$ cat src/rtl/matrix_scan_ctrl_if.sv
`default_nettype none
// ============================================================================
// Module   : matrix_scan_ctrl_if
// Purpose  : Frame-RAM read port, buffer-swap handshake and LED driver pins
//            of the matrix scan sequencer.
// Revision : 1.0
// ============================================================================
interface matrix_scan_ctrl_if #(
  parameter int COLS = 16,
  parameter int ROWS = 64
);
  localparam int c_COL_W = $clog2(COLS);
  localparam int c_ROW_W = $clog2(ROWS);

  logic                       enable;
  logic [c_COL_W+c_ROW_W:0]   fb_raddr;
  logic [7:0]                 fb_rdata;
  logic                       frame_swap_req;
  logic                       frame_swap_ack;
  logic                       buf_sel;
  logic                       frame_done;
  logic [c_COL_W-1:0]         cols;
  logic                       sdi;
  logic                       sclk;
  logic                       le;
  logic                       oe;

  modport master (
    input  enable, fb_rdata, frame_swap_req,
    output fb_raddr, frame_swap_ack, buf_sel, frame_done, cols, sdi, sclk, le, oe
  );

  modport slave (
    output enable, fb_rdata, frame_swap_req,
    input  fb_raddr, frame_swap_ack, buf_sel, frame_done, cols, sdi, sclk, le, oe
  );
endinterface
`default_nettype wire

$ cat src/rtl/matrix_scan_ctrl.sv
`default_nettype none
// ============================================================================
// Module   : matrix_scan_ctrl
// Purpose  : BCM scan sequencer for the column-scanned LED matrix; optional
//            gamma stage enabled by defining MATRIX_GAMMA_EN.
// Revision : 1.0
// ============================================================================
module matrix_scan_ctrl #(
  parameter int COLS         = 16,
  parameter int ROWS         = 64,
  parameter int PLANES       = 8,
  parameter int BASE_TICKS   = 4,
  parameter int BLANK_CYCLES = 4
) (
  input  logic               clk_50,
  input  logic               rst,
  matrix_scan_ctrl_if.master bus
);
  localparam int c_COL_W    = $clog2(COLS);
  localparam int c_ROW_W    = $clog2(ROWS);
  localparam int c_PL_W     = $clog2(PLANES);
  localparam int c_ADDR_W   = 1 + c_COL_W + c_ROW_W;
  localparam int c_DISP_MAX = BASE_TICKS << (PLANES - 1);
  localparam int c_SPAN_A   = (c_DISP_MAX > 2 * ROWS) ? c_DISP_MAX : 2 * ROWS;
  localparam int c_SPAN     = (c_SPAN_A > BLANK_CYCLES) ? c_SPAN_A : BLANK_CYCLES;
  localparam int c_CNT_W    = $clog2(c_SPAN + 1);
`ifdef MATRIX_GAMMA_EN
  localparam int c_FETCH_CYCLES = 2;
  localparam bit c_ISSUE_ON_LOW = 1'b1;
`else
  localparam int c_FETCH_CYCLES = 1;
  localparam bit c_ISSUE_ON_LOW = 1'b0;
`endif

  typedef enum logic [2:0] {
    S_IDLE    = 3'd0,
    S_FETCH   = 3'd1,
    S_SHIFT   = 3'd2,
    S_LATCH   = 3'd3,
    S_DISPLAY = 3'd4,
    S_BLANK   = 3'd5
  } state_t;

  state_t              r_state, w_state_next;
  logic [c_CNT_W-1:0]  r_cnt, w_cnt_next;
  logic [c_PL_W-1:0]   r_plane, w_plane_next;
  logic [c_COL_W-1:0]  r_col, w_col_next;
  logic                r_buf, w_buf_next;
  logic                r_sdi, w_sdi_next;
  logic [c_ADDR_W-1:0] r_raddr, w_addr;
  logic [c_ROW_W-1:0]  w_row;
  logic [c_CNT_W-1:0]  w_disp_len;
  logic [7:0]          w_pix;
  logic                w_bit;

`ifdef MATRIX_GAMMA_EN
  // Gamma pixel is registered, which is why FETCH and the address lead grow by one.
  logic [7:0] r_gpix;
  always_ff @(posedge clk_50 or posedge rst) begin
    if (rst) r_gpix <= '0;
    else     r_gpix <= 8'((16'(bus.fb_rdata) * 16'(bus.fb_rdata)) >> 8);
  end
  assign w_pix = r_gpix;
`else
  assign w_pix = bus.fb_rdata;
`endif

  // Rows go out highest first; each row owns a low/high sclk pair of cycles.
  assign w_row      = c_ROW_W'(ROWS - 1) - r_cnt[c_ROW_W:1];
  assign w_bit      = w_pix[r_plane];
  assign w_disp_len = c_CNT_W'(BASE_TICKS) << r_plane;

  always_ff @(posedge clk_50 or posedge rst) begin
    if (rst) begin
      r_state <= S_IDLE;
      r_cnt   <= '0;
      r_plane <= '0;
      r_col   <= '0;
      r_buf   <= 1'b0;
      r_sdi   <= 1'b0;
      r_raddr <= '0;
    end else begin
      r_state <= w_state_next;
      r_cnt   <= w_cnt_next;
      r_plane <= w_plane_next;
      r_col   <= w_col_next;
      r_buf   <= w_buf_next;
      r_sdi   <= w_sdi_next;
      r_raddr <= w_addr;
    end
  end

  always_comb begin
    w_state_next       = r_state;
    w_cnt_next         = r_cnt;
    w_plane_next       = r_plane;
    w_col_next         = r_col;
    w_buf_next         = r_buf;
    w_sdi_next         = r_sdi;
    w_addr             = r_raddr;
    bus.oe             = 1'b1;
    bus.le             = 1'b0;
    bus.sclk           = 1'b0;
    bus.sdi            = r_sdi;
    bus.frame_done     = 1'b0;
    bus.frame_swap_ack = 1'b0;

    case (r_state)
      S_IDLE: begin
        w_cnt_next = '0;
        if (bus.enable) w_state_next = S_FETCH;
      end
      S_FETCH: begin
        if (r_cnt == '0) w_addr = {r_buf, r_col, c_ROW_W'(ROWS - 1)};
        if (r_cnt == c_CNT_W'(c_FETCH_CYCLES - 1)) begin
          w_cnt_next   = '0;
          w_state_next = S_SHIFT;
        end else begin
          w_cnt_next = r_cnt + c_CNT_W'(1);
        end
      end
      S_SHIFT: begin
        if (!r_cnt[0]) begin
          bus.sdi    = w_bit;
          w_sdi_next = w_bit;
        end else begin
          bus.sclk = 1'b1;
        end
        if (r_cnt[0] != c_ISSUE_ON_LOW) w_addr = {r_buf, r_col, w_row - c_ROW_W'(1)};
        if (r_cnt == c_CNT_W'(2 * ROWS - 1)) begin
          w_cnt_next   = '0;
          w_state_next = S_LATCH;
        end else begin
          w_cnt_next = r_cnt + c_CNT_W'(1);
        end
      end
      S_LATCH: begin
        bus.le       = 1'b1;
        w_cnt_next   = '0;
        w_state_next = S_DISPLAY;
      end
      S_DISPLAY: begin
        bus.oe = 1'b0;
        if (r_cnt == w_disp_len - c_CNT_W'(1)) begin
          w_cnt_next   = '0;
          w_state_next = S_BLANK;
        end else begin
          w_cnt_next = r_cnt + c_CNT_W'(1);
        end
      end
      S_BLANK: begin
        if (r_cnt == c_CNT_W'(BLANK_CYCLES - 1)) begin
          w_cnt_next   = '0;
          w_state_next = S_FETCH;
          if (r_plane == c_PL_W'(PLANES - 1)) begin
            w_plane_next = '0;
            w_col_next   = r_col + c_COL_W'(1);
            if (r_col == c_COL_W'(COLS - 1)) begin
              // Frame boundary: the only point where enable and swap requests act.
              bus.frame_done = 1'b1;
              if (bus.frame_swap_req) begin
                bus.frame_swap_ack = 1'b1;
                w_buf_next         = ~r_buf;
              end
              if (!bus.enable) w_state_next = S_IDLE;
            end
          end else begin
            w_plane_next = r_plane + c_PL_W'(1);
          end
        end else begin
          w_cnt_next = r_cnt + c_CNT_W'(1);
        end
      end
      default: begin
        w_state_next = S_IDLE;
        w_cnt_next   = '0;
      end
    endcase
  end

  assign bus.fb_raddr = w_addr;
  assign bus.cols     = r_col;
  assign bus.buf_sel  = r_buf;
endmodule
`default_nettype wire

$ cat src/flat_wrapper.sv
// flat-port wrapper written by rule: the top's interface ports become plain ports
module matrix_scan_ctrl_flat 
#(
  parameter int COLS         = 16,
  parameter int ROWS         = 64,
  parameter int PLANES       = 8,
  parameter int BASE_TICKS   = 4,
  parameter int BLANK_CYCLES = 4
)
  (clk_50, rst, bus_enable, bus_fb_rdata, bus_frame_swap_req, bus_fb_raddr, bus_frame_swap_ack, bus_buf_sel, bus_frame_done, bus_cols, bus_sdi, bus_sclk, bus_le, bus_oe);
  matrix_scan_ctrl_if #(.COLS(COLS), .ROWS(ROWS)) bus_i ();
  input  logic clk_50;
  input  logic rst;
  input wire logic [$bits(bus_i.enable)-1:0] bus_enable;
  input wire logic [$bits(bus_i.fb_rdata)-1:0] bus_fb_rdata;
  input wire logic [$bits(bus_i.frame_swap_req)-1:0] bus_frame_swap_req;
  output wire logic [$bits(bus_i.fb_raddr)-1:0] bus_fb_raddr;
  output wire logic [$bits(bus_i.frame_swap_ack)-1:0] bus_frame_swap_ack;
  output wire logic [$bits(bus_i.buf_sel)-1:0] bus_buf_sel;
  output wire logic [$bits(bus_i.frame_done)-1:0] bus_frame_done;
  output wire logic [$bits(bus_i.cols)-1:0] bus_cols;
  output wire logic [$bits(bus_i.sdi)-1:0] bus_sdi;
  output wire logic [$bits(bus_i.sclk)-1:0] bus_sclk;
  output wire logic [$bits(bus_i.le)-1:0] bus_le;
  output wire logic [$bits(bus_i.oe)-1:0] bus_oe;
  assign bus_i.enable = bus_enable;
  assign bus_i.fb_rdata = bus_fb_rdata;
  assign bus_i.frame_swap_req = bus_frame_swap_req;
  assign bus_fb_raddr = bus_i.fb_raddr;
  assign bus_frame_swap_ack = bus_i.frame_swap_ack;
  assign bus_buf_sel = bus_i.buf_sel;
  assign bus_frame_done = bus_i.frame_done;
  assign bus_cols = bus_i.cols;
  assign bus_sdi = bus_i.sdi;
  assign bus_sclk = bus_i.sclk;
  assign bus_le = bus_i.le;
  assign bus_oe = bus_i.oe;
  matrix_scan_ctrl #(.COLS(COLS), .ROWS(ROWS), .PLANES(PLANES), .BASE_TICKS(BASE_TICKS), .BLANK_CYCLES(BLANK_CYCLES)) u_core (.clk_50(clk_50), .rst(rst), .bus(bus_i));
endmodule
$ cat config.mk
export PLATFORM = sky130hd
export DESIGN_NAME = matrix_scan_ctrl_flat
export DESIGN_NICKNAME = d
export VERILOG_FILES = /design/src/rtl/matrix_scan_ctrl_if.sv /design/src/rtl/matrix_scan_ctrl.sv /design/src/flat_wrapper.sv
export SDC_FILE = /design/constraint.sdc
export NUM_CORES = 1
export LEC_CHECK = 0
export ABC_AREA = 1
export CORE_MARGIN = 1
export CORE_UTILIZATION = 40
export CTS_CLUSTER_SIZE = 10
export DETAILED_ROUTE_END_ITERATION = 8
export HOLD_SLACK_MARGIN = 0.15
export SYNTH_ARGS = -nofsm -noshare
export SYNTH_HDL_FRONTEND = slang
export SYNTH_SLANG_ARGS = --single-unit
export TNS_END_PERCENT = 30
$ cat constraint.sdc
create_clock -name clk_50 -period 4.67 [get_ports clk_50]
set_clock_uncertainty 0.15 [all_clocks]
set_input_delay 0.7005 -clock clk_50 [delete_from_list [all_inputs] [get_ports clk_50]]
set_output_delay 0.7005 -clock clk_50 [all_outputs]
set_load 0.005 [all_outputs]
==> summary.txt <==
Yosys
  – EDFF count, synth: 0
  – Compound-Gate Fraction of Synth Area: 9.563%
  – Post-Syn Nets: 301
  – Synth Register Bits: 33
  – Post-Syn Area: 2263 um^2
  – Async SR Flop Fraction: 100.0%
  – Synth Warn #: 0
  – Top-area cell type share of the netlist area: 36.48%
  – Dominant cell by count in the synthesized netlist: nand2_1
  – Post-synth cell types: 37
  – Cells after Synth: 277
  – Synth Area in Adders: 6.633%
  – List of most frequent post-synthesis cells: nand2_1, dfrtp_1, inv_1, nor2_1, o21ai_0
  – Synth area leader: dfrtp_1
  – Syn avg cell area: 8.171 um^2
  – Primary FF master, synth: dfrtp_1
  – Largest family of logic cells by synthesized area: simple AND/OR/NAND/NOR gates
  – Post-synthesis mux area share: 2.985%
  – XOR/XNOR share of the synthesized area: 4.975%
  – Simple-Gate Fraction of Synth Area: 32.06%
  – Synth area leaders: dfrtp_1, nand2_1, ha_1
  – Post-synthesis sequential area ratio: 36.48%

GRT
  – Vias in the first global route: 1886
  – Total gr overflow: 0
  – Initial antenna violation count: 0
  – First-pass GRT wire length: 8.997 mm
  – Overall Global Routing Usage: 19.20%
  – Largest net degree at the start of global routing: 34

STA
  – Setup TNS: 0 ns
  – Slew HR: 63.27%
  – Tightest Pin Transition: 0.5490 ns
  – Fmax: 299.8 MHz
  – Final worst slack: 1.335 ns
  – Final period util: 71.42%
  – Min cycle time layout: 3.335 ns
  – RSZ-0062 raised after global routing: false
  – Final setup vio count: 0
  – Slew Limit Fails: 0
  – Hold Fails Final Rpt: 0

Route
  – Routed vias/inst: 4.853
  – Wire length per cell: 13.16 um
  – Pre-Repair DR Iteration Count: 4
  – Iter 0 DRT Violations: 82
  – DR vias: 1883
  – Post-Route WL: 5.108 mm
  – Antenna viol nets, final: 0
  – # DRC: 0

Critical path
  – CP Class: reg -> out
  – Critical Path AT: 2.48 ns
  – Crit-path max FO: 7
  – CP Capture Type: output pin
  – CP required: 3.82 ns
  – CP startpoint kind: flop

Final layout
  – Ant diodes: 0
  – Layout cells sized above 1: 17.41%
  – Area growth syn-to-layout: 22.17%
  – Fin nets: 339

Placement
  – Buffers added on ports: 33
  – Detailed Place HPWL: 4.000 mm
  – Post-place setup slack: 1.595 ns
  – Gpl congestion: 0.8269

Floorplanning
  – Rows: 27
  – I/O Pins: 34
  – Die span in y: 77.23 um
  – Die Width: 77.23 um
  – Core area: 5473 um^2
  – DIE AREA: 5964 um^2
  – Starting Density: 41.36%

Clock network
  – H-tree depth: 2
  – Hold buffer count at CTS: 0
  – Clk root buf: clkbuf_8
  – PostCTS Resize Cnt: 0
  – Bufs on Longest Clock Path: 2
  – Postcts setup bufs: 0
  – Number of CTS-inserted buffers: 5
  – Clock latency on the worst-skew pair: 0.28 ns
  – CTS tree: built
  – Clock transition at path regs: 0.07 ns
  – TritonCTS sink count: 33

Pwr
  – Pleak: 1.251 nW
  – Power density of the placed cells: 452.5 nW/um^2
  – Peak VDD IR: 0.3086 mV
  – Final Total Pwr: 1.251 mW

Status
  – Status: completed

Job
  – Maxcap violations: 0

Worst hold path
  – Min-Delay Path Class: reg -> reg
## registers in the layout, indices dropped and copies added, names as in the netlist
signal              count
u_core.bus.buf_sel      1
u_core.bus.cols         4
u_core.r_cnt           10
u_core.r_plane          3
u_core.r_raddr         11
u_core.r_sdi            1
u_core.r_state          3
## kinds of logic after synthesis
logic type               count (synthesis)
adder cells (fa/ha/maj)                 12
AO/OA/AOI/OAI                           34
XOR/XNOR                                12
buffers and inverters                   41
multiplexers                             6
AND/OR/NAND/NOR                        139
flip-flops                              33
## worst max-delay path, stage by stage, from the launching register on
cell             delay, ns
dfrtp_1               0.47
inv_2                 0.15
nand4_1               0.16
nor3b_2               0.28
nand2_2               0.17
nand2_2               0.16
mux2_2                0.36
clkdlybuf4s50_1       0.45
## stage by stage
step           utilization, %  area (um^2)  hold WS (ns)  cells
2_1_floorplan               -         2263        0.3178    277
3_3_place_gp            48.77         2669        0.3195    380
3_5_place_dp            48.77         2669        0.3295    380
4_1_cts                 50.53         2765        0.3415    388
5_1_grt                 50.53         2765        0.3728    388
6_report                50.53         2765        0.3356    388
## routing by layer
metal | global-route usage [%] | wire (um) | up-vias
met3 | 3.095 | 137 | 4
met2 | 31.50 | 2370 | 27
met1 | 25.84 | 2548 | 874
met5 | 0 | 0 | -
met4 | 5.660 | 51 | 0
li1 | - | - | 978
## report_power, final
part           internal [mW]  switching, mW
Clock                  0.119          0.106
Combinational          0.266          0.378
Sequential             0.342         0.0397
Total                  0.728          0.523
## final timing paths
path	from	to	slack (ns)	cells after the start
setup / recovery	u_core.r_cnt[4]$_DFF_PP0_	bus_fb_raddr[8]	1.33	7
hold / removal	u_core.bus.buf_sel$_DFFE_PP0P_	u_core.bus.buf_sel$_DFFE_PP0P_	0.34	1
setup reg to reg	u_core.r_plane[0]$_DFFE_PP0P_	u_core.r_cnt[4]$_DFF_PP0_	1.80	14
hold reg to reg	u_core.bus.buf_sel$_DFFE_PP0P_	u_core.bus.buf_sel$_DFFE_PP0P_	0.34	1
max in group asynchronous	rst	u_core.r_cnt[7]$_DFF_PP0_	3.40	3
min in group asynchronous	rst	u_core.r_raddr[8]$_DFF_PP0_	0.67	3
## placed cells by master, fill, tap and decap left out, drive strengths merged
| cell | instances |
|---|---|
| a21oi | 5 |
| buf | 1 |
| clkbuf | 6 |
| clkdlybuf4s50 | 33 |
| clkinv | 2 |
| dfrtp | 33 |
| ha | 12 |
| inv | 38 |
| mux2 | 6 |
| nand2 | 65 |
| nand3 | 17 |
| nand3b | 1 |
| nand4 | 6 |
| nor2 | 36 |
| nor3 | 11 |
| nor3b | 2 |
| o2111ai | 1 |
| o211ai | 4 |
| o21a | 1 |
| o21ai | 16 |
| o21bai | 4 |
| o221ai | 1 |
| o22ai | 1 |
| o32ai | 1 |
| or2 | 1 |
| xnor2 | 4 |
| xor2 | 8 |
## area by class of cell
class                           count  area [um^2]
Clock buffer                        6        82.58
Fill cell                         551         2708
Tap cell                           72        90.09
Inverter                           38        142.6
Clock inverter                      2        13.76
Multi-Input combinational cell    203         1272
Timing Repair Buffer               34        337.8
Sequential cell                    33        825.8
Note: power is estimated with default switching activity, not from simulation.
